File: src/rtl/imem_loader.sv
// imem_loader: boot-time writer for the instruction memory.
// Takes a byte stream (header word count N, N little-endian words, checksum),
// writes each word to consecutive word addresses with a one-cycle strobe,
// then compares the trailing checksum. The core is released from reset only
// after a clean load.
//
// Handshake: a byte transfers on a rising edge where i_in_valid && o_in_ready.
// o_in_ready is registered and depends only on state, so the source may hold
// i_in_valid high at any time. i_in_data is looked at only on a transfer.
`timescale 1ns/1ps
module imem_loader #(
    parameter int DATA_WIDTH = 32,
    parameter int ADDR_WIDTH = 10,
    parameter int MAX_WORDS  = 1024
) (
    input  logic                  clk,
    input  logic                  rst,
    input  logic                  i_in_valid,
    input  logic [7:0]            i_in_data,
    output logic                  o_in_ready,
    output logic                  o_we,
    output logic [ADDR_WIDTH-1:0] o_wr_addr,
    output logic [DATA_WIDTH-1:0] o_wr_data,
    output logic                  o_core_rst_n,
    output logic                  o_done,
    output logic                  o_error,
    output logic [2:0]            o_dbg_state
);

    typedef enum logic [2:0] {
        ST_HDR   = 3'd0,
        ST_DATA  = 3'd1,
        ST_WRITE = 3'd2,
        ST_CSUM  = 3'd3,
        ST_DONE  = 3'd4,
        ST_ERR   = 3'd5
    } state_t;

    localparam logic [31:0] MAX_WORDS_W = 32'(MAX_WORDS);

    state_t                  state_q,      state_d;
    logic [1:0]              byte_idx_q,   byte_idx_d;
    logic [23:0]             shift_q,      shift_d;
    logic [31:0]             n_q,          n_d;
    logic [31:0]             count_q,      count_d;
    logic [31:0]             sum_q,        sum_d;
    logic [ADDR_WIDTH-1:0]   wr_addr_q,    wr_addr_d;
    logic [DATA_WIDTH-1:0]   wr_data_q,    wr_data_d;
    logic                    we_q,         we_d;
    logic                    in_ready_q,   in_ready_d;
    logic                    done_q,       done_d;
    logic                    error_q,      error_d;
    logic                    core_rst_n_q, core_rst_n_d;

    logic        xfer;
    logic        word_done;
    logic [31:0] word;

    // Next-state, byte assembly and datapath; outputs derive from the next state
    // so every output is a flop and stays aligned with state_q.
    always_comb begin
        xfer      = i_in_valid && in_ready_q;
        word      = {i_in_data, shift_q};
        word_done = xfer && (byte_idx_q == 2'd3);

        state_d    = state_q;
        byte_idx_d = byte_idx_q;
        shift_d    = shift_q;
        n_d        = n_q;
        count_d    = count_q;
        sum_d      = sum_q;
        wr_addr_d  = wr_addr_q;
        wr_data_d  = wr_data_q;

        // Bytes arrive LSB first: shifting right leaves {b2,b1,b0} after three.
        if (xfer) begin
            byte_idx_d = byte_idx_q + 2'd1;
            shift_d    = {i_in_data, shift_q[23:8]};
        end

        case (state_q)
            ST_HDR: begin
                if (word_done) begin
                    if (word == 32'd0 || word > MAX_WORDS_W) begin
                        state_d = ST_ERR;
                    end else begin
                        n_d     = word;
                        state_d = ST_DATA;
                    end
                end
            end
            ST_DATA: begin
                if (word_done) begin
                    wr_data_d = word;
                    state_d   = ST_WRITE;
                end
            end
            ST_WRITE: begin
                sum_d   = sum_q + wr_data_q;
                count_d = count_q + 32'd1;
                // The address stays on the last word so N == 2**ADDR_WIDTH never wraps.
                if (count_q + 32'd1 == n_q) begin
                    state_d = ST_CSUM;
                end else begin
                    wr_addr_d = wr_addr_q + 1'b1;
                    state_d   = ST_DATA;
                end
            end
            ST_CSUM: begin
                if (word_done) begin
                    state_d = (word == sum_q) ? ST_DONE : ST_ERR;
                end
            end
            default: begin
                state_d = state_q;
            end
        endcase

        we_d         = (state_d == ST_WRITE);
        in_ready_d   = (state_d == ST_HDR) || (state_d == ST_DATA) || (state_d == ST_CSUM);
        done_d       = (state_d == ST_DONE);
        error_d      = (state_d == ST_ERR);
        core_rst_n_d = (state_d == ST_DONE);
    end

    // State and output registers; reset discards any partial load at once.
    always_ff @(posedge clk or negedge rst) begin
        if (!rst) begin
            state_q      <= ST_HDR;
            byte_idx_q   <= 2'd0;
            shift_q      <= 24'd0;
            n_q          <= 32'd0;
            count_q      <= 32'd0;
            sum_q        <= 32'd0;
            wr_addr_q    <= '0;
            wr_data_q    <= '0;
            we_q         <= 1'b0;
            in_ready_q   <= 1'b0;
            done_q       <= 1'b0;
            error_q      <= 1'b0;
            core_rst_n_q <= 1'b0;
        end else begin
            state_q      <= state_d;
            byte_idx_q   <= byte_idx_d;
            shift_q      <= shift_d;
            n_q          <= n_d;
            count_q      <= count_d;
            sum_q        <= sum_d;
            wr_addr_q    <= wr_addr_d;
            wr_data_q    <= wr_data_d;
            we_q         <= we_d;
            in_ready_q   <= in_ready_d;
            done_q       <= done_d;
            error_q      <= error_d;
            core_rst_n_q <= core_rst_n_d;
        end
    end

    assign o_in_ready   = in_ready_q;
    assign o_we         = we_q;
    assign o_wr_addr    = wr_addr_q;
    assign o_wr_data    = wr_data_q;
    assign o_core_rst_n = core_rst_n_q;
    assign o_done       = done_q;
    assign o_error      = error_q;
    assign o_dbg_state  = state_q;

endmodule

File: config.mk
export PLATFORM = sky130hd
export DESIGN_NAME = imem_loader
export DESIGN_NICKNAME = d
export VERILOG_FILES = /design/src/rtl/imem_loader.sv
export SDC_FILE = /design/constraint.sdc
export NUM_CORES = 1
export LEC_CHECK = 0
export BUFFER_PORTS_ARGS = -buffer_cell sky130_fd_sc_hd__buf_2
export CELL_PAD_IN_SITES_DETAIL_PLACEMENT = 1
export CELL_PAD_IN_SITES_GLOBAL_PLACEMENT = 1
export CORE_ASPECT_RATIO = 0.8
export CORE_MARGIN = 2
export CORE_UTILIZATION = 41
export DETAILED_ROUTE_END_ITERATION = 10
export PLACE_DENSITY_LB_ADDON = 0.1
export SLEW_MARGIN = 20
export SYNTH_ARGS = -nofsm -noshare
export SYNTH_HDL_FRONTEND = slang
export SYNTH_SLANG_ARGS = --single-unit
File: constraint.sdc
create_clock -name clk -period 3.35 [get_ports clk]
set_input_delay 0.5025 -clock clk [delete_from_list [all_inputs] [get_ports clk]]
set_output_delay 0.5025 -clock clk [all_outputs]
set_load 0.05 [all_outputs]
==> PnR_summary.wiki <==
{| class="wikitable"
! Metric !! Value
|-
| Run status || finished, final reports clean
|-
| Worst path most repeated cell || sky130_fd_sc_hd__nand3_1
|-
| Net Sw Frac || 0.231
|-
| Total clock sinks || 171
|-
| Height of the die || 141 um
|-
| Pleak || 5.56 nW
|-
| Layout overhead on the synthesized area || 16.4%
|-
| Xor and xnor fraction of the mapped netlist area || 0.121
|-
| Number of global-route vias before repair || 7505
|-
| Largest area contributor in the netlist || sky130_fd_sc_hd__dfrtp_1
|-
| Reported max-cap violation count || 0
|-
| Yosys warning total || 0
|-
| Adder-cell share of the synthesized area || 0.0464
|-
| Clock tree from TritonCTS || yes
|-
| Tightest Hold Check Type || in2async
|-
| Number of cells on the worst reg-to-reg path || 11
|-
| Clock Power Share || 0.493
|-
| Number of nets in the layout || 1057
|-
| Final routed wirelength across all metal layers || 26800 um
|-
| Reg-to-reg critical path endpoint || o_wr_addr[1]$_DFFE_PN0P_
|-
| Number of detailed-route iterations in the first pass || 4
|-
| Pint || 3.28 mW
|-
| Relative contribution of combinational cells to total power || 0.020
|-
| Maximum number of buffers from clock root to sink || 2
|-
| Async S/R FF share, synth || 1.00
|-
| Synthesized area per cell || 10.4 um^2
|-
| Floorplan die width || 175 um
|-
| Transition time at the pin with the least slew margin || 0.677 ns
|-
| Routed len/inst || 20.1 um
|-
| Routed vias || 7337
|-
| Cell area reported after detailed placement || 10500 um^2
|-
| Post-synthesis share of cell area spent on and, or, nand and nor gates || 0.160
|-
| Pin count of the biggest net entering global routing || 71
|-
| Max-Slew Margin vs Limit || 0.549
|-
| Register-to-Register Setup Slack || 0.18 ns
|-
| Power Density || 382 nW/um^2
|-
| Logic depth of the worst setup path including buffers || 11
|-
| # port buffers || 60
|-
| Arrival time worst endpoint || 3.49 ns
|-
| Rows || 50
|-
| Depth of the CTS H-tree || 4
|-
| Cell Chain, Critical Path || ha_1 -> nand3_1 -> nor4_1 -> buf_4 -> nand3_1 -> xnor2_1 -> or4b_4 -> a2111oi_4 -> nand4_4 -> and2_4 -> mux2_4
|-
| Area of the die || 24700 um^2
|-
| Final hold slack || 0.0841 ns
|-
| Filler cells || 2613
|-
| Master of the slowest instance on the critical path || sky130_fd_sc_hd__or4b_4
|-
| Worst R2R Start || count_q[1]$_DFFE_PN0P_
|-
| Number of storage elements in the synthesis netlist || 171
|-
| Reg clk slew, reported paths || 0.07 ns
|-
| Routability cong. || 0.843
|-
| Later-pin clock latency in the skew report || 0.44 ns
|-
| Crit path to || o_wr_addr[1]$_DFFE_PN0P_
|-
| Top achievable clock speed || 315 MHz
|-
| Post-route cell area || 11200 um^2
|-
| Number of nets with antenna violations after routing || 0
|-
| Library cells used by synthesis || 68
|-
| Number of enable-type register cells in the synthesized netlist || 0
|-
| Global route overflow || 0
|-
| Start point of the critical path || count_q[1]$_DFFE_PN0P_
|-
| Largest voltage drop on the vdd net || 0.307 mV
|-
| Final Skew || 0.0156 ns
|-
| Antenna cell count || 0
|-
| Buf/Inv on CP || 1
|-
| Cell count after synthesis || 927
|-
| Share of final-layout standard cells stronger than drive strength 1 || 0.217
|-
| Category of the worst setup path launch point || flip-flop
|-
| Global-route wire length before repair || 43400 um
|-
| Core box area || 23200 um^2
|-
| Share of the yosys chip area belonging to registers || 0.446
|-
| Effective utilization at floorplan || 0.414
|-
| Highest net fanout along the worst path || 5
|-
| Synthesized Nets || 973
|-
| Num CTS Buffers || 17
|-
| Family of cells with the greatest summed delay on the critical path || simple AND/OR/NAND/NOR gates
|-
| Post-CTS Hold Buffers || 0
|-
| Reported net switching power || 0.986 mW
|-
| Required @ worst endpoint || 3.67 ns
|-
| Vias per cell || 5.49
|-
| Max-slew violation total from the final report || 0
|-
| Top cells by area, synth || sky130_fd_sc_hd__dfrtp_1 45%, sky130_fd_sc_hd__mux2_2 8.0%, sky130_fd_sc_hd__xor2_1 6.9%, sky130_fd_sc_hd__xnor2_1 5.2%, sky130_fd_sc_hd__ha_1 4.4%
|-
| Count of final hold-check violations || 0
|-
| HPWL after detailed placement || 19600 um
|-
| Critical Setup Path Class || reg2reg
|-
| Number of ports placed on the die boundary || 61
|-
| Share of synthesized area spent on multiplexers || 0.0886
|-
| RSZ-0062 raised after global routing || no
|-
| Post-route fraction of the period consumed by the critical path || 0.946
|-
| DR iter-0 viols || 475
|-
| Critical path capture point type || flip-flop
|-
| Max stage delay on crit path || 0.56 ns
|-
| Final number of setup-violating endpoints || 0
|-
| Post-synthesis cell area || 9600 um^2
|-
| Final critical-path required period || 3.17 ns
|-
| Sequential cell fraction of total power || 0.487
|-
| Proportion of netlist area held by the largest area contributor || 0.446
|-
| Master cell of the clock root buffer || sky130_fd_sc_hd__clkbuf_16
|-
| Antenna violations before repair || 0
|-
| Fraction of the mapped netlist area in compound gates || 0.115
|-
| Overall routing resource usage || 0.227
|-
| Dominant synthesized flop cell || sky130_fd_sc_hd__dfrtp_1
|-
| Largest family of logic cells by synthesized area || simple AND/OR/NAND/NOR gates
|-
| DRC violation count after routing || 0
|-
| PnR Total Power || 4.27 mW
|}
-- metrics by stage --
stage | cells | setup TNS [ns] | utilization | setup WS (ns)
global placement | 1304 | 0 | 0.453 | 0.0372
detailed placement | 1304 | -0.100 | 0.453 | -0.100
CTS | 1336 | 0 | 0.479 | 0.0180
finish | 1336 | 0 | 0.481 | 0.180
global route | 1336 | 0 | 0.481 | 0.00222
floorplan | 927 | 0 | - | 0.165
-- cells by family after synthesis --
group / count (synthesis)
AND/OR/NAND/NOR: 293
XOR/XNOR: 133
flip-flops: 171
buffers and inverters: 54
adder cells (fa/ha/maj): 35
multiplexers: 76
AO/OA/AOI/OAI: 165
-- cell usage after synthesis, drive strengths merged (3+ instances only) --
cell,n
dfrtp,171
nand2,79
xor2,76
mux2,69
xnor2,57
o21ai,48
nor2,46
ha,34
nor3,31
clkbuf,29
and2,28
nand3,24
a21oi,23
nor4,22
inv,19
a21o,18
nand4,17
a31oi,12
and3,10
o21a,10
mux2i,7
o211ai,7
a211oi,6
buf,6
nand2b,5
nor2b,5
or4,5
and4,4
nor3b,4
o311ai,4
o31a,4
a2111oi,3
a211o,3
a21boi,3
a221oi,3
a22oi,3
o2111ai,3
o31ai,3
or3,3
-- power groups by stage --
| stage | clock network [mW] | registers [mW] | logic (mW) |
|---|---|---|---|
| 6_report | 2.11 | 2.08 | 0.0837 |
| 5_1_grt | 2.25 | 2.08 | 0.0959 |
| 4_1_cts | 2.15 | 2.08 | 0.0872 |
| 3_5_place_dp | 0 | 2.12 | 0.0872 |
| 3_3_place_gp | 0 | 2.12 | 0.0869 |
| 2_1_floorplan | 0 | 2.11 | 0.0168 |
-- sequential cells by signal (all words and copies together) (netlist names) --
name / flops
o_wr_data: 32
sum_q: 32
count_q: 32
o_error: 1
o_core_rst_n: 1
o_wr_addr: 10
o_in_ready: 1
o_dbg_state: 3
shift_q: 24
n_q: 32
byte_idx_q: 2
o_we: 1
-- how the worst min path moves through the flow --
stage	slack, ns	end	depth (start not counted)	start
finish	0.08	count_q[20]$_DFFE_PN0P_	1	rst
global route	0.12	n_q[24]$_DFFE_PN0P_	1	rst
CTS	0.1	o_wr_addr[5]$_DFFE_PN0P_	1	rst
detailed placement	0.47	byte_idx_q[0]$_DFFE_PN0P_	1	byte_idx_q[0]$_DFFE_PN0P_
global placement	0.46	o_wr_addr[9]$_DFFE_PN0P_	1	o_wr_addr[9]$_DFFE_PN0P_
floorplan	0.21	byte_idx_q[0]$_DFFE_PN0P_	0	rst
-- cell usage in the layout, fill, tap and decap left out, types with 6 or more instances in the layout --
| master | count |
|---|---|
| sky130_fd_sc_hd__a21o_1 | 18 |
| sky130_fd_sc_hd__mux2_2 | 68 |
| sky130_fd_sc_hd__a31oi_1 | 12 |
| sky130_fd_sc_hd__buf_2 | 59 |
| sky130_fd_sc_hd__nand4_1 | 16 |
| sky130_fd_sc_hd__o21ai_0 | 48 |
| sky130_fd_sc_hd__ha_1 | 34 |
| sky130_fd_sc_hd__o21a_1 | 10 |
| sky130_fd_sc_hd__nand3_1 | 23 |
| sky130_fd_sc_hd__nor4_1 | 21 |
| sky130_fd_sc_hd__nor3_1 | 30 |
| sky130_fd_sc_hd__and3_1 | 10 |
| sky130_fd_sc_hd__dfrtp_1 | 170 |
| sky130_fd_sc_hd__a21oi_1 | 22 |
| sky130_fd_sc_hd__nor2_1 | 43 |
| sky130_fd_sc_hd__xnor2_1 | 57 |
| sky130_fd_sc_hd__nand2_1 | 79 |
| sky130_fd_sc_hd__a211oi_1 | 6 |
| sky130_fd_sc_hd__and2_1 | 27 |
| sky130_fd_sc_hd__mux2i_1 | 7 |
| sky130_fd_sc_hd__clkbuf_16 | 17 |
| sky130_fd_sc_hd__xor2_1 | 76 |
| sky130_fd_sc_hd__o211ai_1 | 7 |
| sky130_fd_sc_hd__buf_4 | 37 |
| sky130_fd_sc_hd__inv_1 | 19 |
-- worst reg2reg max path, stage by stage (launching register included) --
cell and delay [ns]:
sky130_fd_sc_hd__dfrtp_1 0.39, sky130_fd_sc_hd__ha_1 0.25, sky130_fd_sc_hd__nand3_1 0.17, sky130_fd_sc_hd__nor4_1 0.29, sky130_fd_sc_hd__buf_4 0.19, sky130_fd_sc_hd__nand3_1 0.09
sky130_fd_sc_hd__xnor2_1 0.14, sky130_fd_sc_hd__or4b_4 0.56, sky130_fd_sc_hd__a2111oi_4 0.36, sky130_fd_sc_hd__nand4_4 0.15, sky130_fd_sc_hd__and2_4 0.18, sky130_fd_sc_hd__mux2_4 0.29
-- repair_timing --
| action | in CTS | in global routing |
|---|---|---|
| hold endpoints to repair | 0 | 0 |
| pin swaps | 0 | 1 |
| resized for setup | 1 | 9 |
| buffers inserted | 0 | 0 |
| setup endpoints to repair | 1 | 14 |
-- layer usage --
metal,track usage,up-vias,share of wire
li1,-,3490,-
met1,0.357,3712,0.54
met2,0.326,118,0.42
met3,0.0383,17,0.035
met4,0.0504,0,0.0079
met5,0,-,0
-- layout make-up --
| type | instances | area (um^2) | area share |
|---|---|---|---|
| Sequential cell | 171 | 4280 | 0.383 |
| Tap cell | 312 | 390 | 0.0349 |
| Inverter | 19 | 71.3 | 0.00638 |
| Timing Repair Buffer | 100 | 644 | 0.0577 |
| Clock buffer | 18 | 429 | 0.0384 |
| Clock inverter | 14 | 183 | 0.0163 |
| Multi-Input combinational cell | 702 | 5170 | 0.463 |
No activity file was read; power rests on OpenSTA's default activity.
